[src/rtl/mestre_memoria.sv]
// Memory-access initiator: PREPARA/ACESSO/LIBERA strobe sequencing with range check. Optional counters via MESTRE_MEMORIA_CONTADORES_EN.
// Latency CICLOS_ACESSO+2 cycles to resp_valido (1 for out-of-range); single outstanding request, req_pronto low while busy.
module mestre_memoria #(
    parameter int TAM_MEMORIA   = 1024,
    parameter int CICLOS_ACESSO = 2
) (
    input  logic        clk,
    input  logic        rst_n,
    input  logic        req_valido,
    input  logic        req_escrita,
    input  logic [31:0] req_endereco,
    input  logic [31:0] req_dado,
    output logic        req_pronto,
    output logic        resp_valido,
    output logic        resp_erro,
    output logic [31:0] resp_dado,
    output logic [31:0] endereco,
    output logic [31:0] dado_escrita,
    output logic        uc_escrita_mem,
    output logic        uc_leitura_mem,
    input  logic [31:0] instrucao,
    output logic [15:0] cont_leituras,
    output logic [15:0] cont_escritas
);

    typedef enum logic [2:0] {OCIOSO, PREPARA, ACESSO, LIBERA, ERRO} estado_t;

    localparam logic [3:0]  CARGA  = 4'(CICLOS_ACESSO - 1);
    localparam logic [31:0] LIMITE = 32'(TAM_MEMORIA);

    estado_t    estado;
    logic       escrita_lat;
    logic [3:0] cont_acesso;

    always_ff @(posedge clk) begin
        if (!rst_n) begin
            estado         <= OCIOSO;
            escrita_lat    <= 1'b0;
            cont_acesso    <= 4'd0;
            req_pronto     <= 1'b1;
            resp_valido    <= 1'b0;
            resp_erro      <= 1'b0;
            resp_dado      <= 32'd0;
            endereco       <= 32'd0;
            dado_escrita   <= 32'd0;
            uc_escrita_mem <= 1'b0;
            uc_leitura_mem <= 1'b0;
        end else begin
            resp_valido <= 1'b0;
            resp_erro   <= 1'b0;
            case (estado)
                OCIOSO: begin
                    if (req_valido) begin
                        endereco     <= req_endereco;
                        dado_escrita <= req_dado;
                        escrita_lat  <= req_escrita;
                        req_pronto   <= 1'b0;
                        // Out-of-range requests report in the very next cycle and never reach memory.
                        if (req_endereco >= LIMITE) begin
                            estado      <= ERRO;
                            resp_valido <= 1'b1;
                            resp_erro   <= 1'b1;
                        end else begin
                            estado <= PREPARA;
                        end
                    end
                end
                PREPARA: begin
                    uc_escrita_mem <= escrita_lat;
                    uc_leitura_mem <= ~escrita_lat;
                    cont_acesso    <= CARGA;
                    estado         <= ACESSO;
                end
                ACESSO: begin
                    if (cont_acesso == 4'd0) begin
                        uc_escrita_mem <= 1'b0;
                        uc_leitura_mem <= 1'b0;
                        resp_valido    <= 1'b1;
                        if (!escrita_lat)
                            resp_dado <= instrucao;
                        estado <= LIBERA;
                    end else begin
                        cont_acesso <= cont_acesso - 4'd1;
                    end
                end
                LIBERA, ERRO: begin
                    req_pronto <= 1'b1;
                    estado     <= OCIOSO;
                end
                default: begin
                    uc_escrita_mem <= 1'b0;
                    uc_leitura_mem <= 1'b0;
                    req_pronto     <= 1'b1;
                    estado         <= OCIOSO;
                end
            endcase
        end
    end

`ifdef MESTRE_MEMORIA_CONTADORES_EN
    logic [15:0] leituras_q;
    logic [15:0] escritas_q;

    always_ff @(posedge clk) begin
        if (!rst_n) begin
            leituras_q <= 16'd0;
            escritas_q <= 16'd0;
        end else if (estado == LIBERA) begin
            if (escrita_lat && escritas_q != 16'hFFFF)
                escritas_q <= escritas_q + 16'd1;
            if (!escrita_lat && leituras_q != 16'hFFFF)
                leituras_q <= leituras_q + 16'd1;
        end
    end

    assign cont_leituras = leituras_q;
    assign cont_escritas = escritas_q;
`else
    assign cont_leituras = 16'd0;
    assign cont_escritas = 16'd0;
`endif

endmodule
[config.mk]
export PLATFORM = sky130hd
export DESIGN_NAME = mestre_memoria
export DESIGN_NICKNAME = d
export VERILOG_FILES = /design/src/rtl/mestre_memoria.sv
export SDC_FILE = /design/constraint.sdc
export NUM_CORES = 1
export LEC_CHECK = 0
export ABC_AREA = 1
export CORE_MARGIN = 3
export CORE_UTILIZATION = 35
export CTS_CLUSTER_DIAMETER = 120
export DETAILED_ROUTE_END_ITERATION = 8
export GPL_TIMING_DRIVEN = 0
export PLACE_DENSITY = 0.82
export SYNTH_ARGS = -nofsm -noshare
export SYNTH_HDL_FRONTEND = slang
export SYNTH_SLANG_ARGS = --single-unit
export TNS_END_PERCENT = 20
[constraint.sdc]
create_clock -name clk -period 1.54 [get_ports clk]
set_clock_uncertainty 0.2 [all_clocks]
set_input_delay 0.308 -clock clk [delete_from_list [all_inputs] [get_ports clk]]
set_output_delay 0.308 -clock clk [all_outputs]
set_load 0.1 [all_outputs]
==> results of run 1 <==
-- worst min-delay path by stage --
stage / slack (ps) / to / cells after the start / from
finish: 120 / resp_dado[30] / 3 / rst_n
global route: 130 / resp_dado[28] / 3 / rst_n
CTS: 100 / resp_dado[29] / 3 / rst_n
detailed placement: 250 / endereco[2] / 2 / endereco[2]
global placement: 250 / uc_escrita_mem / 2 / uc_escrita_mem
floorplan: 250 / dado_escrita[25] / 2 / req_dado[25]
-- final cells by class --
cell class / count / area (µm²) / area share
timing repair buffer: 204 / 1840 / 0.268
inverter: 13 / 53.8 / 0.00784
clock buffer: 12 / 246 / 0.0359
multi-input combinational: 394 / 1800 / 0.262
clock inverter: 4 / 47.5 / 0.00693
tap: 143 / 179 / 0.0261
sequential: 109 / 2190 / 0.319
buffer: 63 / 509 / 0.0742
-- cells by family (layout without fill, tap and decap cells) --
family	after synthesis	count (layout)	synth area share
AOI/OAI and AO/OA	107	107	0.127
and+or+nand+nor	254	254	0.235
other	1	32	0.000888
buffers and inverters	76	296	0.117
DFF	109	109	0.517
adders and majority gates	1	1	0.00296
-- cells in the final DEF, fill, tap and decap left out, types with 2 or more instances in the layout --
master	netlist	layout
a21oi_1	70	48
a21oi_2	0	22
buf_2	6	4
buf_4	36	130
buf_6	9	15
buf_8	0	6
clkbuf_1	12	12
clkbuf_16	0	11
clkdlybuf4s50_1	0	98
clkinv_2	0	2
conb_1	1	32
dfxtp_1	109	105
dfxtp_2	0	4
inv_1	8	4
inv_2	5	7
inv_4	0	2
nand2_1	149	145
nand2_2	2	4
nand2_4	0	2
nand3_1	5	4
nor2_1	93	92
nor3_1	2	2
o21ai_0	24	8
o21ai_1	12	24
o21ai_2	0	4
-- tightest hold or removal path: stages --
cell and delay, ps:
buf_2 170, o21ai_1 100, nor2_1 40
-- layer usage --
metal	part of all wire	routed length (µm)	global-route usage
met5	0	0	0
met4	0.013	157	0.0565
met3	0.095	1180	0.0726
met2	0.50	6200	0.301
met1	0.39	4860	0.193
-- state kept, by name, summed over array words and instances (netlist names) --
signal          flops
req_pronto          1
estado              3
uc_leitura_mem      1
resp_valido         1
escrita_lat         1
resp_erro           1
resp_dado          32
cont_acesso         4
dado_escrita       32
endereco           32
uc_escrita_mem      1
-- metrics by stage --
| step | instance area (µm²) | total power, mW | utilization | TNS [ps] |
|---|---|---|---|---|
| 2_1_floorplan | 4340 | 4.47 | - | 0 |
| 3_3_place_gp | 6510 | 5.02 | 0.561 | -61400 |
| 3_5_place_dp | 6510 | 5.02 | 0.561 | -63620 |
| 4_1_cts | 6600 | 7.31 | 0.568 | -1700 |
| 5_1_grt | 6860 | 7.58 | 0.591 | -1630 |
| 6_report | 6860 | 7.31 | 0.591 | 0 |
-- cell usage after synthesis, drive strengths merged --
library cell	instances	area, µm²
or2	1	6.26
ha	1	12.5
dfxtp	109	2180
nor2	94	360
buf	51	402
o211ai	1	7.51
conb	1	3.75
nand3	6	42.5
nand2	151	572
inv	13	48.8
o21ai	36	180
a21oi	70	350
clkbuf	12	45.0
nor3	2	10.0
-- what timing repair did --
action | in CTS | in global routing
buffers inserted | 0 | 3
gates cloned | 0 | 2
pin swaps | 2 | 4
gates resized for setup | 624 | 73
setup endpoints to repair | 156 | 102
-- power by group through the flow --
stage	clock network [mW]	registers, mW	logic, mW
3_3_place_gp	0	3.04	1.98
6_report	2.30	2.98	2.03
5_1_grt	2.47	3.00	2.12
3_5_place_dp	0	3.04	1.98
2_1_floorplan	0	3.80	0.677
4_1_cts	2.37	2.98	1.96
==> results.yml, run 1 <==
layout:
  layout.nets: 895
  area_growth_pct: 62.5
  fillCellCount: 1057
  diodes: 0
  drive_gt1_frac: 0.280
  fin_cells: 942
critical_path:
  path_depth: 9
  crit_type: "reg -> reg"
  crit_path_max_incr_delay_ps: 330
  start_kind: "flop"
  crit_family: "buffers and inverters"
  crit_chain: "inv_2, nand2_4, nor2_4, nand2_4, inv_4, buf_12, buf_8, nand2_1, a21oi_1"
  cp_common_cell: "nand2_4"
  crit_path_end: "endereco[15]"
  cp.arrival_ps: 1600
  rrSetupSlack_ps: 20
  timing.rr.start: "estado[0]"
  startpoint: "estado[0]"
  path_buf_inv: 4
  critPathSlowestCell: "dfxtp_2"
  critPathCaptureType: "flop"
  cp.required_ps: 1610
  rr_endpoint: "endereco[15]"
  path_max_fanout: 10
  reg2reg_depth: 9
timing:
  fin_ws_ps: 15.3
  timing_hold_violations_final: 0
  rsz0062_at_grt: "true"
  report.final.slew_viol_count: 0
  finalCriticalPeriod_ps: 1520
  relSlewSlack: 0.539
  tightest_slew_ps: 692
  timing.final.crit_share: 0.990
  setup_viol: 0
  max_freq_mhz: 656
  holdWs_ps: 116
power_and_ir_drop:
  p_int_mw: 4.81
  power_frac_clock: 0.315
  pwr-share-seq: 0.408
  power.leakage_nw: 2.98
  p_sw_mw: 2.51
  ir_drop_v: 0.000940
  power_density_nw_per_um2: 1070
  swShare: 0.343
  pwr-share-comb: 0.277
place:
  dpl.hpwl_mm: 9.06
  io_buffers: 199
  dpl.cell_count: 921
  gp_congestion: 0.771
  pre_cts_ws_ps: -457
clock_network:
  h-tree-depth: 3
  cts.reportedPaths.clkPinSlew_ps: 70
  clockRootBuffer: "clkbuf_16"
  cts_buffer_depth: 2
  cts_tree: "built"
  cts.sinks: 109
  hold_buffers: 0
  clk_latency_ps: 340
  cts-buffers-inserted: 9
global_route:
  grt_antenna_before_repair: 0
  grt-ovfl-total: 0
  first_global_vias: 3820
  grt_max_degree: 17
  grt_usage: 0.174
  grt_pass1_wl_mm: 18.5
detailed_routing:
  dr.pass1.iters: 4
  vias: 4198
  ant_nets: 0
  drt_iter0_drc: 165
  wirelength_mm: 12.4
  wl_per_cell_um: 13.2
  avgViaCountPerCell: 4.46
  drc: 0
floorplanning:
  initial_utilization: 0.364
  die_area_um2: 13400
  coreArea_um2: 11600
  fp-row-count: 39
  die_width_um: 116
  io_pins: 233
  fp.dieH_um: 116
synthesis:
  netlist_area_um2: 4220
  seq_area_frac_synth: 0.517
  yosysWarningCount: 0
  syn_avg_cell_area_um2: 7.71
  post_synth_num_cell_types: 21
  syn_inst: 548
  ys_ff_latch: 109
run:
  max_cap_violations: 0
worst_hold_path:
  min_path_type: "in -> reg"
run_status:
  status: "completed"
No activity file was read; power rests on OpenSTA's default activity.
==> run 2: changes to the inputs <==
==> constraint.sdc (replaced) <==
create_clock -name clk -period 1.3 [get_ports clk]
set_clock_uncertainty 0.2 [all_clocks]
set_input_delay 0.26 -clock clk [delete_from_list [all_inputs] [get_ports clk]]
set_output_delay 0.26 -clock clk [all_outputs]
set_load 0.1 [all_outputs]
==> results.yml, run 2 (synthesized netlist as in run 1, its figures left out) <==
timing:
  timing.final.crit_share: 1.23
  tightest_slew_ps: 920
  relSlewSlack: 0.387
  holdWs_ps: 44.2
  rsz0062_at_grt: "true"
  timing_hold_violations_final: 0
  report.final.slew_viol_count: 0
  setup_viol: 207
  fin_ws_ps: -295
  max_freq_mhz: 627
  timing.setup.tns_ps: -25380
  finalCriticalPeriod_ps: 1600
detailed_routing:
  dr.pass1.iters: 4
  ant_nets: 0
  drc: 0
  wl_per_cell_um: 16.7
  avgViaCountPerCell: 4.76
  drt_iter0_drc: 285
  vias: 4535
  wirelength_mm: 16.0
clock_network:
  cts-buffers-inserted: 9
  hold_buffers: 0
  cts.sinks: 109
  clk_latency_ps: 350
  cts.reportedPaths.clkPinSlew_ps: 70
  cts_tree: "built"
  h-tree-depth: 3
  clockRootBuffer: "clkbuf_16"
  cts_buffer_depth: 2
critical_path:
  critPathCaptureType: "flop"
  path_max_fanout: 5
  timing.rr.start: "estado[0]"
  startpoint: "estado[0]"
  cp.required_ps: 1360
  crit_type: "reg -> reg"
  cp.arrival_ps: 1660
  start_kind: "flop"
layout:
  largestRegisters: "dado_escrita: 32 flops, endereco: 32 flops, resp_dado: 32 flops"
  mostFrequentLayoutCell: "nand2_1"
  area_growth_pct: 102
  stdcell_area_um2: 8530
  drive_gt1_frac: 0.449
  fin_cells: 953
  seq_area_um2: 2330
  diodes: 0
  final_util: 0.734
  multi_input_area_um2: 1890
  fillCellCount: 742
  final_cell_mix: "133 x nand2_1, 102 x buf_12, 99 x dfxtp_2, 98 x clkdlybuf4s50_1, 88 x nor2_1"
  layout.nets: 906
worst_hold_path:
  hp-start: "rst_n"
  min_path_type: "in -> reg"
power_and_ir_drop:
  power.leakage_nw: 3.46
  ir_drop_v: 0.00104
  power_density_nw_per_um2: 1080
floorplanning:
  fp.dieH_um: 116
  io_pins: 233
  coreArea_um2: 11600
  die_area_um2: 13400
  initial_utilization: 0.364
  fp-row-count: 39
  die_width_um: 116
global_route:
  grt_max_degree: 17
  grt_pass1_wl_mm: 22.1
  grt-ovfl-total: 0
  grt_usage: 0.209
  grt_antenna_before_repair: 0
  first_global_vias: 4400
place:
  dpl.cell_count: 921
  dpl.hpwl_mm: 9.26
  io_buffers: 199
  placed_area_um2: 6610
  gp_congestion: 0.774
run_status:
  failed_checks: "negative setup slack"
  status: "finished, violations left"
run:
  max_cap_violations: 0
==> run 2: cell count changes in the layout (fill, tap and decap cells not counted), moves of 12 or more <==
cell	change
dfxtp_1	-101
dfxtp_2	+95
buf_4	-85
buf_12	+101
buf_6	-13
nand2_1	-12
==> run 2: per-stage QoR <==
step           power (mW)  worst slack (ps)
3_3_place_gp         5.95              -661
5_1_grt              9.48              -377
6_report             9.21              -295
3_5_place_dp         5.97              -655
4_1_cts              9.04              -215
2_1_floorplan        5.31              -149
==> run 2: final cells by class <==
| class | instances | area share |
|---|---|---|
| Multi-Input combinational cell | 394 | 0.222 |
| Tap cell | 143 | 0.0210 |
| Sequential cell | 109 | 0.273 |
| Clock buffer | 13 | 0.0329 |
| Buffer | 63 | 0.0631 |
| Timing Repair Buffer | 215 | 0.379 |
| Clock inverter | 3 | 0.00205 |
| Inverter | 13 | 0.00748 |
==> run 2: final timing paths <==
path,end,slack (ps),depth (start not counted)
hold / removal,resp_dado[30],40,3
setup reg to reg,endereco[5],-300,9
setup / recovery,endereco[5],-300,9
hold reg to reg,endereco[26],280,2
==> run 2: critical path, stage by stage (launching register included) <==
cell and delay (ps):
dfxtp_2 320, inv_2 80, nand2_4 60, nor2_4 130, nand2_4 110, inv_6 100, buf_12 120, buf_8 120
nand2_1 80, a21oi_2 180
==> run 2: routing by layer <==
| metal | routed length (µm) | global-route usage |
|---|---|---|
| met1 | 5770 | 0.219 |
| met4 | 340 | 0.0642 |
| met2 | 8480 | 0.376 |
| met3 | 1360 | 0.0935 |
| met5 | 0 | 0 |
==> run 2: where the power goes <==
| part | total (mW) | internal (mW) | switching, mW | leakage [nW] |
|---|---|---|---|---|
| sequential | 3.62 | 3.48 | 0.140 | 0.936 |
| clock | 2.74 | 1.50 | 1.23 | 0.148 |
| combinational | 2.84 | 1.04 | 1.80 | 2.37 |
==> run 2: timing repair <==
action	in CTS	in global routing
gates resized for setup	970	100
cloned	0	6
pin swaps	6	10
setup endpoints to repair	209	209
buffers inserted	5	5
==> run 3: changes to the inputs <==
--- a/config.mk
+++ b/config.mk
@@ -6,7 +6,7 @@
 export NUM_CORES = 1
 export LEC_CHECK = 0
 export ABC_AREA = 1
-export CORE_MARGIN = 3
+export CORE_MARGIN = 2
 export CORE_UTILIZATION = 35
 export CTS_CLUSTER_DIAMETER = 120
 export DETAILED_ROUTE_END_ITERATION = 8
==> results.yml, run 3 (synthesized netlist as in run 1, its figures left out) <==
power_and_ir_drop:
  ir_drop_v: 0.00115
  power.leakage_nw: 3.47
  power_density_nw_per_um2: 1130
layout:
  drive_gt1_frac: 0.450
  diodes: 0
  area_growth_pct: 103
  layout.nets: 902
  largestRegisters: "dado_escrita: 32 flops, endereco: 32 flops, resp_dado: 32 flops"
  fillCellCount: 778
  stdcell_area_um2: 8570
  final_util: 0.720
  mostFrequentLayoutCell: "nand2_1"
  final_cell_mix: "127 x nand2_1, 102 x buf_12, 100 x dfxtp_2, 98 x clkdlybuf4s50_1, 92 x nor2_1"
clock_network:
  cts_buffer_depth: 2
  cts.reportedPaths.clkPinSlew_ps: 70
  clockRootBuffer: "clkbuf_16"
  clk_latency_ps: 350
  cts_tree: "built"
  cts-buffers-inserted: 9
  cts.sinks: 109
  h-tree-depth: 3
timing:
  timing.final.crit_share: 1.22
  setup_viol: 206
  report.final.slew_viol_count: 0
  finalCriticalPeriod_ps: 1580
  fin_ws_ps: -284
  rsz0062_at_grt: "true"
  max_freq_mhz: 631
  timing.setup.tns_ps: -23620
  holdWs_ps: 53.5
  tightest_slew_ps: 726
  timing_hold_violations_final: 0
  relSlewSlack: 0.516
critical_path:
  path_max_fanout: 5
  critPathCaptureType: "flop"
  cp.arrival_ps: 1660
  crit_type: "reg -> reg"
  cp.required_ps: 1370
  crit_chain: "inv_2, nand2_4, nor2_4, nand2_4, inv_6, clkbuf_16, clkbuf_16, nand2_1, a21oi_1"
  path_buf_inv: 4
  crit_path_max_incr_delay_ps: 320
  start_kind: "flop"
  crit_family: "buffers and inverters"
  critPathSlowestCell: "dfxtp_2"
detailed_routing:
  drc: 0
  vias: 4482
  drt_iter0_drc: 250
  wirelength_mm: 15.2
  wl_per_cell_um: 15.9
  avgViaCountPerCell: 4.70
  dr.pass1.iters: 5
  ant_nets: 0
worst_hold_path:
  min_path_type: "in -> reg"
global_route:
  grt_usage: 0.208
  grt-ovfl-total: 0
  grt_pass1_wl_mm: 21.2
  grt_max_degree: 17
  first_global_vias: 4311
  grt_antenna_before_repair: 0
place:
  placed_area_um2: 6610
  io_buffers: 199
  gp_congestion: 0.776
  dpl.hpwl_mm: 9.07
floorplanning:
  initial_utilization: 0.355
  io_pins: 233
  coreArea_um2: 11900
  die_width_um: 114
  die_area_um2: 13000
  fp.dieH_um: 114
  fp-row-count: 40
run_status:
  failed_checks: "negative setup slack"
  status: "finished, violations left"
run:
  max_cap_violations: 0
## run 3: what timing repair did
item | CTS | global route
gates resized for setup | 974 | 95
hold buffers | 0 | 0
setup endpoints to repair | 209 | 210
cloned | 1 | 5
hold endpoints to repair | 0 | 0
setup buffers | 2 | 4
pin swaps | 5 | 20
## run 3: through the flow
stage / std cells / power [mW] / setup WS, ps
2_1_floorplan: 579 / 5.31 / -149
3_3_place_gp: 925 / 5.95 / -647
3_5_place_dp: 925 / 5.96 / -660
4_1_cts: 944 / 9.50 / -197
5_1_grt: 953 / 9.95 / -378
6_report: 953 / 9.67 / -284
## run 3: routing by layer
metal	wire (µm)	vias to the layer above	track usage
li1	-	2183	-
met1	5390	2093	0.205
met5	0	-	0
met3	1210	26	0.0850
met2	8210	180	0.398
met4	376	0	0.0585
## run 3: layout make-up
type,instances,area [µm²],share of cell area
plain buffers,63,523,0.0610
clock inverters,4,95.1,0.0111
well taps,147,184,0.0215
multi-input cells,394,1930,0.225
clock buffers,12,246,0.0288
inverters,13,56.3,0.00657
flip-flops and latches,109,2330,0.271
repair buffers,211,3210,0.374
## run 3: worst register-to-register path, stage by stage, from the launching register on
cell	delay [ps]
dfxtp_2	320
inv_2	80
nand2_4	60
nor2_4	130
nand2_4	110
inv_6	100
clkbuf_16	150
clkbuf_16	150
nand2_1	80
a21oi_1	130
## run 3: worst paths after layout
path | startpoint | end | slack [ps] | depth (start not counted)
setup / recovery | estado[0] | endereco[27] | -280 | 9
hold / removal | rst_n | resp_dado[30] | 50 | 3
setup reg to reg | estado[0] | endereco[27] | -280 | 9
hold reg to reg | dado_escrita[2] | dado_escrita[2] | 290 | 2
## run 3: where the power goes
group          switching, mW  total (mW)  internal (mW)
clock network           1.23        3.17           1.94
registers              0.139        3.62           3.49
logic                   1.81        2.87           1.06
